### src/rtl/avmm_triple_pkg.sv
`default_nettype none
// ============================================================================
//  Module      : avmm_triple_pkg
//  Description : Shared types and helpers for the Avalon-MM "triple" host.
//  Revision    : 1.0 - initial release
// ============================================================================
package avmm_triple_pkg;

    // Width of the Avalon-MM address bus
    localparam int ADDR_W = 8;

    // Working width of expected_triple; callers truncate to their data width
    // (data widths up to 64 bits are supported)
    localparam int TRIPLE_W = 64;

    // Host transaction sequencer states
    typedef enum logic [2:0] {
        IDLE  = 3'd0,
        WRITE = 3'd1,
        READ  = 3'd2,
        WAIT  = 3'd3,
        RESP  = 3'd4
    } host_state_t;

    // Reference value the agent should return: 3*x, wrapping silently
    function automatic logic [TRIPLE_W-1:0] expected_triple(input logic [TRIPLE_W-1:0] x);
        return (x << 1) + x;
    endfunction

endpackage
`default_nettype wire

### src/rtl/avmm_triple_host.sv
`default_nettype none
// ============================================================================
//  Module      : avmm_triple_host
//  Description : Avalon-MM host that writes an operand to the "triple" agent,
//                reads the result back after a fixed latency, returns it on a
//                result stream and self-checks it against 3*operand.
//  Revision    : 1.0 - initial release
// ============================================================================
module avmm_triple_host
    import avmm_triple_pkg::*;
#(
    parameter int                N            = 32,
    parameter logic [ADDR_W-1:0] ADDR         = 8'h00,
    parameter int                READ_LATENCY = 1,
    parameter int                CNT_W        = 16
) (
    input  logic              csi_clk,
    input  logic              rsi_srst,
    // operand command stream
    input  logic              asi_cmd_valid,
    output logic              asi_cmd_ready,
    input  logic [N-1:0]      asi_cmd_data,
    // Avalon-MM host port
    output logic [ADDR_W-1:0] avm_m0_address,
    output logic              avm_m0_write,
    output logic [N-1:0]      avm_m0_writedata,
    output logic              avm_m0_read,
    input  logic [N-1:0]      avm_m0_readdata,
    input  logic              avm_m0_waitrequest,
    // result stream
    output logic              aso_res_valid,
    input  logic              aso_res_ready,
    output logic [N-1:0]      aso_res_data,
    output logic              aso_res_err,
    // status counters
    output logic [CNT_W-1:0]  sts_done_cnt,
    output logic [CNT_W-1:0]  sts_err_cnt
);

    // Latency counter only has to hold READ_LATENCY-1
    localparam int               LAT_W      = (READ_LATENCY > 1) ? $clog2(READ_LATENCY) : 1;
    localparam logic [LAT_W-1:0] c_LAT_INIT = LAT_W'(READ_LATENCY - 1);
    localparam logic [CNT_W-1:0] c_CNT_MAX  = '1;

    host_state_t      r_state;
    host_state_t      w_state_nxt;
    logic [N-1:0]     r_op;
    logic [LAT_W-1:0] r_lat_cnt;
    logic [N-1:0]     r_res_data;
    logic             r_res_err;
    logic [CNT_W-1:0] r_done_cnt;
    logic [CNT_W-1:0] r_err_cnt;

    logic [N-1:0]     w_expected;
    logic             w_cmd_acc;
    logic             w_rd_acc;
    logic             w_capture;
    logic             w_res_acc;

    assign w_expected = N'(expected_triple(TRIPLE_W'(r_op)));
    assign w_cmd_acc  = (r_state == IDLE) && asi_cmd_valid;
    assign w_rd_acc   = (r_state == READ) && !avm_m0_waitrequest;
    assign w_capture  = (r_state == WAIT) && (r_lat_cnt == '0);
    assign w_res_acc  = (r_state == RESP) && aso_res_ready;

    // State register
    always_ff @(posedge csi_clk) begin
        if (rsi_srst) begin
            r_state <= IDLE;
        end else begin
            r_state <= w_state_nxt;
        end
    end

    // Next-state logic; bus/stream outputs decode from registered state only
    always_comb begin
        w_state_nxt      = r_state;
        asi_cmd_ready    = 1'b0;
        avm_m0_address   = '0;
        avm_m0_write     = 1'b0;
        avm_m0_writedata = '0;
        avm_m0_read      = 1'b0;
        aso_res_valid    = 1'b0;
        case (r_state)
            IDLE: begin
                asi_cmd_ready = 1'b1;
                if (asi_cmd_valid) begin
                    w_state_nxt = WRITE;
                end
            end
            WRITE: begin
                avm_m0_write     = 1'b1;
                avm_m0_address   = ADDR;
                avm_m0_writedata = r_op;
                if (!avm_m0_waitrequest) begin
                    w_state_nxt = READ;
                end
            end
            READ: begin
                avm_m0_read    = 1'b1;
                avm_m0_address = ADDR;
                if (!avm_m0_waitrequest) begin
                    w_state_nxt = WAIT;
                end
            end
            WAIT: begin
                if (r_lat_cnt == '0) begin
                    w_state_nxt = RESP;
                end
            end
            RESP: begin
                aso_res_valid = 1'b1;
                if (aso_res_ready) begin
                    w_state_nxt = IDLE;
                end
            end
            default: begin
                w_state_nxt = IDLE;
            end
        endcase
    end

    // Operand latch, read-latency countdown and result capture/check
    always_ff @(posedge csi_clk) begin
        if (rsi_srst) begin
            r_op       <= '0;
            r_lat_cnt  <= '0;
            r_res_data <= '0;
            r_res_err  <= 1'b0;
        end else begin
            if (w_cmd_acc) begin
                r_op <= asi_cmd_data;
            end
            if (w_rd_acc) begin
                r_lat_cnt <= c_LAT_INIT;
            end else if ((r_state == WAIT) && (r_lat_cnt != '0)) begin
                r_lat_cnt <= r_lat_cnt - 1'b1;
            end
            if (w_capture) begin
                r_res_data <= avm_m0_readdata;
                r_res_err  <= (avm_m0_readdata != w_expected);
            end
        end
    end

    // Saturating done/error counters, bumped on the result handshake
    always_ff @(posedge csi_clk) begin
        if (rsi_srst) begin
            r_done_cnt <= '0;
            r_err_cnt  <= '0;
        end else if (w_res_acc) begin
            if (r_done_cnt != c_CNT_MAX) begin
                r_done_cnt <= r_done_cnt + 1'b1;
            end
            if (r_res_err && (r_err_cnt != c_CNT_MAX)) begin
                r_err_cnt <= r_err_cnt + 1'b1;
            end
        end
    end

    assign aso_res_data = r_res_data;
    assign aso_res_err  = r_res_err;
    assign sts_done_cnt = r_done_cnt;
    assign sts_err_cnt  = r_err_cnt;

endmodule
`default_nettype wire
### config.mk
export PLATFORM = sky130hd
export DESIGN_NAME = avmm_triple_host
export DESIGN_NICKNAME = d
export VERILOG_FILES = /design/src/rtl/avmm_triple_pkg.sv /design/src/rtl/avmm_triple_host.sv
export SDC_FILE = /design/constraint.sdc
export NUM_CORES = 1
export LEC_CHECK = 0
export CORE_ASPECT_RATIO = 1.75
export CORE_MARGIN = 2
export CORE_UTILIZATION = 53
export DETAILED_ROUTE_END_ITERATION = 8
export PLACE_DENSITY = 0.95
export SLEW_MARGIN = 15
export SYNTH_ARGS = -nofsm -noshare
export SYNTH_HDL_FRONTEND = slang
export SYNTH_SLANG_ARGS = --single-unit
### constraint.sdc
create_clock -name csi_clk -period 7.65 [get_ports csi_clk]
set_input_delay 0.765 -clock csi_clk [delete_from_list [all_inputs] [get_ports csi_clk]]
set_output_delay 0.765 -clock csi_clk [all_outputs]
set_load 0.05 [all_outputs]
== Word level (Yosys, flattened, before mapping) ==
Index checks and enable logic that the tools add are counted.

* Multiplexer cells: 11
* Div/mod/pow operators: 0
* Shift-type cells: 0
* $add $sub $neg: 4
* Equal/unequal tests: 12
* Bitwise logic cells: 1
* Multipliers: 0
* Magnitude comparators: 0
* Reductions and logical operators: 12

{| class="wikitable"
|+ Operators with widths
! cell !! count
|-
| 16-bit by 1-bit adder with 16-bit output (second input constant) || 2
|-
| 32-bit adder || 1
|-
| 32-bit 2-to-1 mux || 1
|-
| 16-bit != test (second input constant) || 2
|-
| 32-bit != test || 1
|-
| 3-bit 2-to-1 mux || 5
|-
| 3-bit case mux with 5 select lines || 1
|-
| 2-bit != test (second input constant) || 5
|-
| 3-bit by 2-bit == test with 1-bit output (second input constant) || 2
|-
| 1-bit logical AND || 6
|-
| 5-bit AND reduction || 1
|-
| 1-bit 2-to-1 mux || 4
|-
| 2-bit AND reduction || 2
|-
| 3-bit by 1-bit == test with 1-bit output (second input constant) || 1
|-
| 3-bit == test (second input constant) || 1
|-
| 3-bit zero test || 1
|-
| 2-bit OR reduction || 1
|-
| 1-bit zero test || 1
|-
| 1-bit inverter || 1
|-
| 1-bit subtractor (second input constant) || 1
|}

* Memories: 0
* Latch bits: 0
* ROM bits: 0
* Logic and storage cells: 47
* Bits in registers: 101
* Input port bits: 69
* RAM bits: 0
* Output and inout port bits: 109

== Logic depth before layout (Yosys ltp) ==
Gate-level depths: netlist of run 1.

* Depth after elaboration: 3
* Gate-level depth with buffers: 11
* Depth with buffers taken out: 11

== Worst setup path after synthesis of run 1 ==
OpenSTA, ideal clock, no wires.

* Path kind: flip-flop to output port
* From: reg r_state[0]
* To: out avm_m0_writedata[22]
* Data required time: 6885 ps
* Cell stages (with the launch flop): 6
* Arrival: 1961 ps
* Slack: 4924 ps
* Path buffers: 2
* Cells stage by stage: dfxtp_1 > buf_2 > inv_2 > nor3_1 > clkbuf_1 > and2_1

* Longest elaborated chain between the ends: 2

{| class="wikitable"
|+ Ends and longest elaborated chain
! element !! RTL line !! RTL
|-
| start: declaration || avmm_triple_host.sv:45 || <nowiki>host_state_t r_state;</nowiki>
|-
| start signal: assignment || avmm_triple_host.sv:71 || <nowiki>r_state <= w_state_nxt;</nowiki>
|-
| 3-bit by 1-bit == test with 1-bit output || avmm_triple_host.sv:84 || <nowiki>case (r_state)</nowiki>
|-
| 32-bit 2-to-1 mux || avmm_triple_host.sv:84 ||
|-
| end: declaration || avmm_triple_host.sv:26 || <nowiki>output logic [N-1:0] avm_m0_writedata,</nowiki>
|}

Every way passes these cells.

== Worst setup path after layout of run 1 ==
* From: reg r_state[0]
* To: out avm_m0_writedata[2]

The elaborated chain is that of the path after synthesis.

==> metrics.md, run 1 <==
| Metric | Value |
|---|---|
| Die Area | `between 10000 and 15000 um^2` |
| CTS Buf Count | `9` |
| WP buf/inv | `3` |
| Clock Pin Slew Worst Setup and Hold Paths | `0.08 ns` |
| Longest Clk Path Bufs | `2` |
| GRT Util Overall | `around a third` |
| Placement Cell Area | `roughly 8300 um^2` |
| Mapped Area | `about 6600 um^2` |
| CTS H-tree depth | `3` |
| Worst Hold Depth | `2` |
| DP Wirelength | `17400 um` |
| First-pass GRT wire length | `35000 um` |
| CTS Sinks | `~100` |
| CP startpoint | `r_state[0]` |
| Layout cell share with drive strength beyond 1 | `between 4 and 5%` |
| Highest routed layer | `met4` |
| Ys async rst share | `0%` |
| Die span in y | `152 um` |
| Fin util | `71.3%` |
| Cells after synthesis | `roughly 880` |
| Worst vdd ir | `roughly 0.00017 V` |
| Post-synth EDFFs | `0` |
| Fmax | `268 MHz` |
| Diodes inserted | `0` |
| Slowest cell on the critical path | `clkdlybuf4s50_1` |
| Metal3 WL | `1150 um` |
| RePlAce Congestion | `approximately 1` |
| Top post-synthesis cells by count | `nand2_1 (175), a21oi_1 (108), dfxtp_1 (101)` |
| # IOs | `between 150 and 200` |
| CP Class | `register to output pin` |
| DRT antenna net count | `0` |
| Status | `completed` |
| Synth cell types | `between 70 and 80` |
| Port Buf Inserts | `between 150 and 200` |
| Worst-margin pin slew | `about 1.1 ns` |
| Reg-to-reg startpoint | `r_op[1]` |
| Starting density of the core | `between 50% and 60%` |
| DR vias | `a little over 7000` |
| Ys Warns | `0` |
| Slew margin rel. | `about 29%` |
| Final #Nets | `1119` |
| Worst Skew | `0.0109 ns` |
| Vias in the first global route | `7035` |
| Leakage | `approximately 3.1 nW` |
| Synth top area share | `between 30% and 40%` |
| Power Density | `between 200 and 250 nW/um^2` |
| Final Instance Area | `8600 um^2` |
| Req. time, crit path | `between 6 and 7 ns` |
| Reg2reg path depth | `11` |
| Global route overflow | `0` |
| Family with the most delay on the worst path | `buffers and inverters` |
| WL per Instance | `19.2 um` |
| Worst path depth | `5` |
| Fin. max-slew vios | `0` |
| Post-CTS Setup Bufs | `0` |
| Tcrit/Tclk final | `between 40% and 50%` |
| Post-Route WL | `about 23000 um` |
| CORE AREA | `between 10000 and 15000 um^2` |
| Row count | `53` |
| Post-CTS Resized | `0` |
| Seq/Total Area, Yosys | `30.7%` |
| Hold Startpoint | `aso_res_data[18]` |
| Metal2 WL | `between 10000 and 15000 um` |
| Crit-path max FO | `22` |
| Crit path cell chain | `inv_2 > nor3_2 > buf_4 > and2_1 > clkdlybuf4s50_1` |
| Clk Latency, worst-skew pair | `0.36 ns` |
| Post-layout min period | `between 3 and 4 ns` |
| Worst reg2reg setup slack | `approximately 4.4 ns` |
| Area grow syn2layout | `30.4%` |
| Largest net degree at the start of global routing | `slightly above 100` |
| Number of max-cap violations | `0` |
| CP peak stage delay | `0.82 ns` |
| Top post-synthesis cells by area | `dfxtp_1 (31%), nand2_1 (10%), a21oi_1 (8.2%)` |
| Synthesized flop and latch total | `slightly above 100` |
| CP arrival | `between 2 and 3 ns` |
| RSZ-0062 raised after global routing | `false` |
| Synth Flop Type | `dfxtp_1` |
| Top-count cell post-synth | `nand2_1` |
| Filler instances | `959` |
| Hold buffers post-CTS | `0` |
| Worst Hold Class | `register to register` |
| DRC | `0` |
| Initial DRC count | `approximately 420` |
| Worst hold margin | `about 0.46 ns` |
| Detailed Routing Iterations Pass 1 | `6` |
| CTS root buffer | `clkbuf_16` |
| Via/cell ratio | `between 5 and 6` |
| Element type at the critical path end | `output pin` |
| Die width | `about 90 um` |
| Routed met1 length | `between 8000 and 9000 um` |
| TritonCTS clock tree | `done` |
| Final Hold Viols | `0` |
| Cell taking the most area after synthesis | `dfxtp_1` |
| Initial antenna violation count | `0` |
| Startpoint type of the worst setup path | `register` |
| Endpoints failing setup | `0` |
| Mean Syn Cell Area | `approximately 7.5 um^2` |
| Setup TNS | `0 ns` |
## cell usage in the layout (no fill, tap or decap), types with 4 or more instances in the layout
master and n:
a211oi_1 5, conb_1 8, nand2b_1 6, nand2_1 175, o21bai_1 4, nand3_1 24
clkbuf_16 9, nor4_1 8, nor3_1 14, a21o_1 6, ha_1 32, o21ai_1 12
dfxtp_1 101, o21ai_0 17, xor2_1 30, clkdlybuf4s50_1 168, and2_1 35, a21oi_1 108
o311ai_0 4, nor2_1 75, and4_1 7, o211ai_1 5, mux2i_1 6, nand4_1 24
buf_4 6, xnor2_1 35, or3_1 9, nor2b_1 5, o21a_1 10
## sequential cells by signal, summed over array words and instances, names as in the netlist
signal / count
aso_res_data: 32
sts_done_cnt: 16
r_lat_cnt: 1
r_op: 32
aso_res_err: 1
sts_err_cnt: 16
r_state: 3
## metrics by stage
step,std cells,total power [W],worst slack [ns]
6_report,1187,0.00212,3.92
5_1_grt,1187,0.00221,3.77
4_1_cts,1187,0.00210,3.92
3_5_place_dp,1171,0.00163,4.28
3_3_place_gp,1171,0.00162,4.29
2_1_floorplan,886,0.00133,4.92
## layout make-up
class	count	area, um^2	area share [%]
clock buffer	9	225	2.62
clock inverter	7	73.8	0.858
inverter	4	15.0	0.175
multi-input combinational	726	4330	50.3
sequential	101	2020	23.5
tap	165	206	2.40
timing repair buffer	175	1730	20.1
## layer usage
layer  GRT usage [%]  vias up
li1                -     3344
met2            62.9      290
met4            20.5        0
met1            33.3     3307
met3            6.61       97
met5               0        -
## power breakdown
group | leakage, nW | internal (W) | switching, W | total, W
Clock | 0.147 | 0.000233 | 0.000243 | 0.000476
Combinational | 2.14 | 0.000342 | 0.000663 | 0.00100
Sequential | 0.819 | 0.000577 | 0.0000597 | 0.000637
Total | 3.11 | 0.00115 | 0.000965 | 0.00212
## final timing paths
kind | to
worst max-delay path | avm_m0_writedata[2]
worst min-delay path | aso_res_data[18]
worst max register to register | aso_res_err
worst min register to register | aso_res_data[18]
## kinds of logic after synthesis
kind of cell	Yosys count	synth area share, %
AOI/OAI and AO/OA	213	20.1
other	1	0.0568
buffers and inverters	59	4.29
DFF	101	30.7
xor gates and xnor gates	66	8.97
and+or+nand+nor	399	28.5
muxes	7	1.08
adders and majority gates	33	6.37
## worst reg2reg max path, delay by kind of cell, from the launching register on
| family | cells | cell delay, ns |
|---|---|---|
| adder cells (fa/ha/maj) | 2 | 0.68 |
| AO/OA/AOI/OAI | 3 | 0.73 |
| flip-flops | 1 | 0.37 |
| multiplexers | 1 | 0.27 |
| AND/OR/NAND/NOR | 5 | 1.03 |
No activity file was read; power rests on OpenSTA's default activity.
==> inputs of run 2 (changes only) <==
- CORE_UTILIZATION: 53 -> 49
- PLACE_DENSITY: 0.95 -> 0.89
- clock period: 7.65 -> 3.57 ns (I/O delays scaled with it)
==> metrics.md, run 2 (synthesis gave the netlist of run 1 again) <==
| Metric | Value |
|---|---|
| # IOs | `178 (unchanged)` |
| Fin. max-slew vios | `0 (unchanged)` |
| Worst path depth | `10 (+5)` |
| Family with the most delay on the worst path | `simple AND/OR/NAND/NOR gates` |
| Crit path capture | `aso_res_err` |
| CP arrival | `3.41 ns (+0.45 ns)` |
| Commonest non-fill, non-tap cell in the layout | `nand2_1` |
| Worst reg2reg setup slack | `0.39 ns (-4.04 ns)` |
| Initial DRC count | `365 (-12%)` |
| Post-CTS Setup Bufs | `0 (unchanged)` |
| CP Class | `register to register` |
| Status | `completed` |
| Post-Route WL | `21400 um (-6.2%)` |
| Worst vdd ir | `0.000402 V (+140%)` |
| Vias in the first global route | `6786 (-3.5%)` |
| Endpoints failing setup | `0 (unchanged)` |
| Area grow syn2layout | `30.9%` |
| Die Area | `14400 um^2 (+7.9%)` |
| Worst Slack Setup Final | `0.389 ns (-3.53 ns)` |
| Largest net degree at the start of global routing | `51 (-50%)` |
| Diodes inserted | `0 (unchanged)` |
| Placed insts | `1183 (+1.0%)` |
| Crit-path max FO | `11 (-50%)` |
| Reg2reg end | `aso_res_err` |
| RePlAce Congestion | `1.07 (+6.9%)` |
| Tcrit/Tclk final | `between 80% and 90%` |
| Hold buffers post-CTS | `0 (unchanged)` |
| Pre-CTS WS | `0.501 ns (-3.78 ns)` |
| CTS Buf Count | `9 (unchanged)` |
| Setup TNS | `0 ns (unchanged)` |
| Commonest cells after routing, fill and taps aside | `nand2_1 (175), clkdlybuf4s50_1 (168), a21oi_1 (108), dfxtp_1 (101), nor2_1 (75)` |
| Worst hold margin | `0.419 ns (-0.0391 ns)` |
| Row count | `56 (+5.7%)` |
| DP Wirelength | `16700 um (-4.2%)` |
| DRC | `0 (unchanged)` |
| Power Density | `519 nW/um^2 (+110%)` |
| Crit path cell chain | `ha_1 > nand2_1 > o311ai_0 > o211ai_1 > a2111oi_2 > nand4_1 > nor4_1 > nand4_1 > nor4_1 > nor3_1` |
| TritonCTS clock tree | `done` |
| CTS root buffer | `clkbuf_16` |
| Slowest cell on the critical path | `o311ai_0` |
| First-pass GRT wire length | `33200 um (-5.0%)` |
| DR vias | `6939 (-1.4%)` |
| Placement Cell Area | `8340 um^2 (+0.41%)` |
| Reg-to-reg startpoint | `r_op[23]` |
| Initial antenna violation count | `0 (unchanged)` |
| Reg2reg path depth | `10 (-1)` |
| Req. time, crit path | `3.80 ns (-3.08 ns)` |
| Clock Pin Slew Worst Setup and Hold Paths | `0.08 ns (about the same)` |
| Slew margin rel. | `51.2% (+22 points)` |
| Post-layout min period | `roughly 3.2 ns` |
| Clk Latency, worst-skew pair | `0.36 ns (about the same)` |
| Longest Clk Path Bufs | `2 (unchanged)` |
| Final #Nets | `1122 (+0.27%)` |
| Via/cell ratio | `5.79 (-2.4%)` |
| CP peak stage delay | `0.61 ns (-0.21 ns)` |
| CTS Sinks | `101 (unchanged)` |
| Startpoint type of the worst setup path | `register` |
| Port Buf Inserts | `169 (unchanged)` |
| Area occupied by multi-input gates | `4330 um^2 (unchanged)` |
| Die span in y | `157 um (+3.9%)` |
| Layout cell share with drive strength beyond 1 | `4.29% (+0.28 points)` |
| Worst-margin pin slew | `0.733 ns (-0.329 ns)` |
| Leakage | `3.12 nW (+0.31%)` |
| Worst Skew | `0.0139 ns (+0.00295 ns)` |
| Post-route insts no fill | `1199 (+1.0%)` |
| Fmax | `between 300 and 400 MHz` |
| GRT Util Overall | `29.1% (-4.7 points)` |
| Detailed Routing Iterations Pass 1 | `6 (unchanged)` |
| Number of max-cap violations | `0 (unchanged)` |
| Die width | `91.7 um (+3.8%)` |
| WL per Instance | `17.9 um (-7.2%)` |
| CORE AREA | `13300 um^2 (+10%)` |
| WP buf/inv | `0 (-3)` |
| Final Hold Viols | `0 (unchanged)` |
| CTS H-tree depth | `3 (unchanged)` |
| DRT antenna net count | `0 (unchanged)` |
| Worst Hold Class | `input port to register` |
| Register area | `2020 um^2 (unchanged)` |
| Global route overflow | `0 (unchanged)` |
| Filler instances | `1168 (+22%)` |
| Element type at the critical path end | `register` |
| Post-CTS Resized | `0 (unchanged)` |
| Final Instance Area | `8630 um^2 (+0.36%)` |
| CP startpoint | `r_op[23]` |
| RSZ-0062 raised after global routing | `false` |
| Starting density of the core | `49.5% (-5.1 points)` |
-- run 2: changes by cell type in the layout (fill, tap and decap cells not counted), moves of 2 or more --
cell      before  now
buf_4          6    9
inv_8          2    0
clkinv_8       0    2
clkinv_4       3    1
-- run 2: area by class of cell --
cell class	count	area share [%]
Tap cell	174	2.52
Clock inverter	7	0.826
Multi-Input combinational cell	726	50.1
Inverter	4	0.174
Sequential cell	101	23.4
Timing Repair Buffer	178	20.3
Clock buffer	9	2.61
-- run 2: power breakdown --
part	switching, W	internal [W]	total (W)
Sequential	0.000121	0.00124	0.00136
Combinational	0.00139	0.000746	0.00213
Clock	0.000499	0.000491	0.000990
Total	0.00201	0.00247	0.00448
-- run 2: stage by stage --
step | total power (W) | utilization [%]
after floorplan | 0.00286 | -
after global placement | 0.00346 | 62.6
after detailed placement | 0.00348 | 62.6
after global routing | 0.00472 | 64.9
after CTS | 0.00447 | 64.9
final | 0.00448 | 64.9
-- run 2: worst min path at each step --
stage	from	depth (start not counted)	end	slack [ns]
after detailed placement	aso_res_data[17]	2	aso_res_data[17]	0.45
after global placement	aso_res_data[1]	2	aso_res_data[1]	0.44
final	rsi_srst	2	sts_err_cnt[5]	0.42
after CTS	rsi_srst	2	sts_err_cnt[4]	0.42
after global routing	rsi_srst	2	sts_done_cnt[0]	0.43
after floorplan	r_op[31]	2	r_op[31]	0.46
-- run 2: layer usage --
metal / vias up / part of all wire (%) / global-route usage (%)
li1: 3351 / - / -
met1: 3228 / 36 / 29.5
met2: 267 / 52 / 53.6
met3: 93 / 5.5 / 5.89
met4: 0 / 6.2 / 18.3
met5: - / 0 / 0
==> inputs of run 3 (changes only) <==
- CTS_CLUSTER_SIZE: unset -> 25
- clock period: 3.57 -> 3.25 ns (I/O delays scaled with it)
==> metrics.md, run 3 (synthesis gave the netlist of run 1 again) <==
| Metric | Value |
|---|---|
| Detailed Routing Iterations Pass 1 | `6 (unchanged)` |
| Vias in the first global route | `6941 (+2.3%)` |
| CP peak stage delay | `0.45 ns (-0.16 ns)` |
| Worst Hold Class | `register to register` |
| CTS H-tree depth | `3 (unchanged)` |
| Element type at the critical path end | `register` |
| DP Wirelength | `16700 um (+0.20%)` |
| Status | `completed` |
| Worst Slack Setup Final | `0.258 ns (-0.131 ns)` |
| Hold buffers post-CTS | `0 (unchanged)` |
| TritonCTS clock tree | `done` |
| Worst Skew | `0.0119 ns (-0.00191 ns)` |
| Row count | `56 (unchanged)` |
| Largest net degree at the start of global routing | `102 (+100%)` |
| Family with the most delay on the worst path | `compound AO/OA/AOI/OAI gates` |
| First-pass GRT wire length | `34400 um (+3.4%)` |
| Post-CTS Setup Bufs | `0 (unchanged)` |
| DR vias | `7063 (+1.8%)` |
| Leakage | `3.16 nW (+1.4%)` |
| # IOs | `178 (unchanged)` |
| Crit path cell chain | `ha_1 > fa_1 > a211oi_4 > nor3_1 > o31ai_2 > a21boi_1 > o211a_1 > nor4_2 > o2111ai_1 > nor4_1 > nor3_1` |
| Initial DRC count | `530 (+45%)` |
| Die span in y | `157 um (unchanged)` |
| Via/cell ratio | `5.86 (+1.3%)` |
| CP arrival | `3.20 ns (-0.21 ns)` |
| Die Area | `14400 um^2 (unchanged)` |
| Worst vdd ir | `0.000332 V (-17%)` |
| Initial antenna violation count | `0 (unchanged)` |
| Slew margin rel. | `28.4% (-23 points)` |
| RePlAce Congestion | `1.00 (-6.5%)` |
| Slowest cell on the critical path | `fa_1` |
| CORE AREA | `13300 um^2 (unchanged)` |
| Fmax | `334 MHz (+6.3%)` |
| CP Class | `register to register` |
| Setup TNS | `0 ns (unchanged)` |
| Clk Latency, worst-skew pair | `0.37 ns (about the same)` |
| GRT Util Overall | `30.1% (+1.0 points)` |
| Tcrit/Tclk final | `92.1% (+2.9 points)` |
| Fin. max-slew vios | `0 (unchanged)` |
| Final Hold Viols | `0 (unchanged)` |
| Power Density | `577 nW/um^2 (+11%)` |
| Endpoints failing setup | `0 (unchanged)` |
| Number of max-cap violations | `0 (unchanged)` |
| Post-route insts no fill | `1205 (+0.50%)` |
| Startpoint type of the worst setup path | `register` |
| Starting density of the core | `49.5% (unchanged)` |
| Port Buf Inserts | `169 (unchanged)` |
| Final #Nets | `1128 (+0.53%)` |
| RSZ-0062 raised after global routing | `false` |
| Post-layout min period | `2.99 ns (-0.189 ns)` |
| CTS Buf Count | `9 (unchanged)` |
| DRC | `0 (unchanged)` |
| Clock Pin Slew Worst Setup and Hold Paths | `0.08 ns (about the same)` |
| Power, Total | `0.00503 W (+12%)` |
| Commonest cells after routing, fill and taps aside | `nand2_1 (175), clkdlybuf4s50_1 (168), a21oi_1 (108), dfxtp_1 (101), nor2_1 (75)` |
| Commonest non-fill, non-tap cell in the layout | `nand2_1` |
| Diodes inserted | `0 (unchanged)` |
| WL per Instance | `18.2 um (+1.9%)` |
| CTS Sinks | `101 (unchanged)` |
| Placed insts | `1189 (+0.51%)` |
| Global route overflow | `0 (unchanged)` |
| CTS root buffer | `clkbuf_16` |
| Pre-CTS WS | `0.150 ns (-0.351 ns)` |
| Fin util | `65.4% (+0.55 points)` |
| DRT antenna net count | `0 (unchanged)` |
| Layout cell share with drive strength beyond 1 | `4.95% (+0.65 points)` |
| Most used cell, CP | `nor3_1` |
| Post-Route WL | `21900 um (+2.4%)` |
| Area grow syn2layout | `32.0%` |
| Req. time, crit path | `3.46 ns (-0.34 ns)` |
| Post-CTS Resized | `0 (unchanged)` |
| Crit-path max FO | `4 (-7)` |
| Worst-margin pin slew | `1.07 ns (+0.341 ns)` |
| Die width | `91.7 um (unchanged)` |
| Filler instances | `1148 (-1.7%)` |
| WP buf/inv | `0 (unchanged)` |
| Longest Clk Path Bufs | `2 (unchanged)` |
run 3: stage by stage:
step	hold slack [ns]	area, um^2
2_1_floorplan	0.461	6620
3_3_place_gp	0.441	8380
3_5_place_dp	0.447	8380
4_1_cts	0.458	8690
5_1_grt	0.481	8710
6_report	0.457	8710
run 3: cell type report:
cell class | count | area [um^2] | share of cell area [%]
Tap cell | 174 | 218 | 2.50
Sequential cell | 101 | 2020 | 23.2
Inverter | 4 | 15.0 | 0.172
Clock inverter | 7 | 86.3 | 0.991
Multi-Input combinational cell | 726 | 4340 | 49.9
Timing Repair Buffer | 184 | 1800 | 20.7
Clock buffer | 9 | 225 | 2.59
run 3: worst paths after layout:
path,startpoint,end,slack [ns],depth (start not counted)
max,r_op[0],aso_res_err,0.26,11
min,aso_res_data[14],aso_res_data[14],0.46,2
max reg2reg,r_op[0],aso_res_err,0.26,11
min reg2reg,aso_res_data[14],aso_res_data[14],0.46,2
run 3: power breakdown:
part,internal (W),leakage [nW],switching [W]
logic,0.000844,2.19,0.00154
registers,0.00136,0.819,0.000134
clock network,0.000557,0.151,0.000588
total,0.00276,3.16,0.00227
run 3: per-layer routing:
layer | track usage (%) | part of all wire (%) | up-vias
met5 | 0 | 0 | -
met4 | 17.6 | 6.0 | 0
met3 | 6.27 | 6.1 | 92
met2 | 55.8 | 53 | 334
met1 | 30.7 | 35 | 3275
li1 | - | - | 3362
run 3: worst min-delay path, stage by stage (launching register included):
cell and delay [ns]:
dfxtp_1 0.31, nand2_1 0.05, a21oi_1 0.05
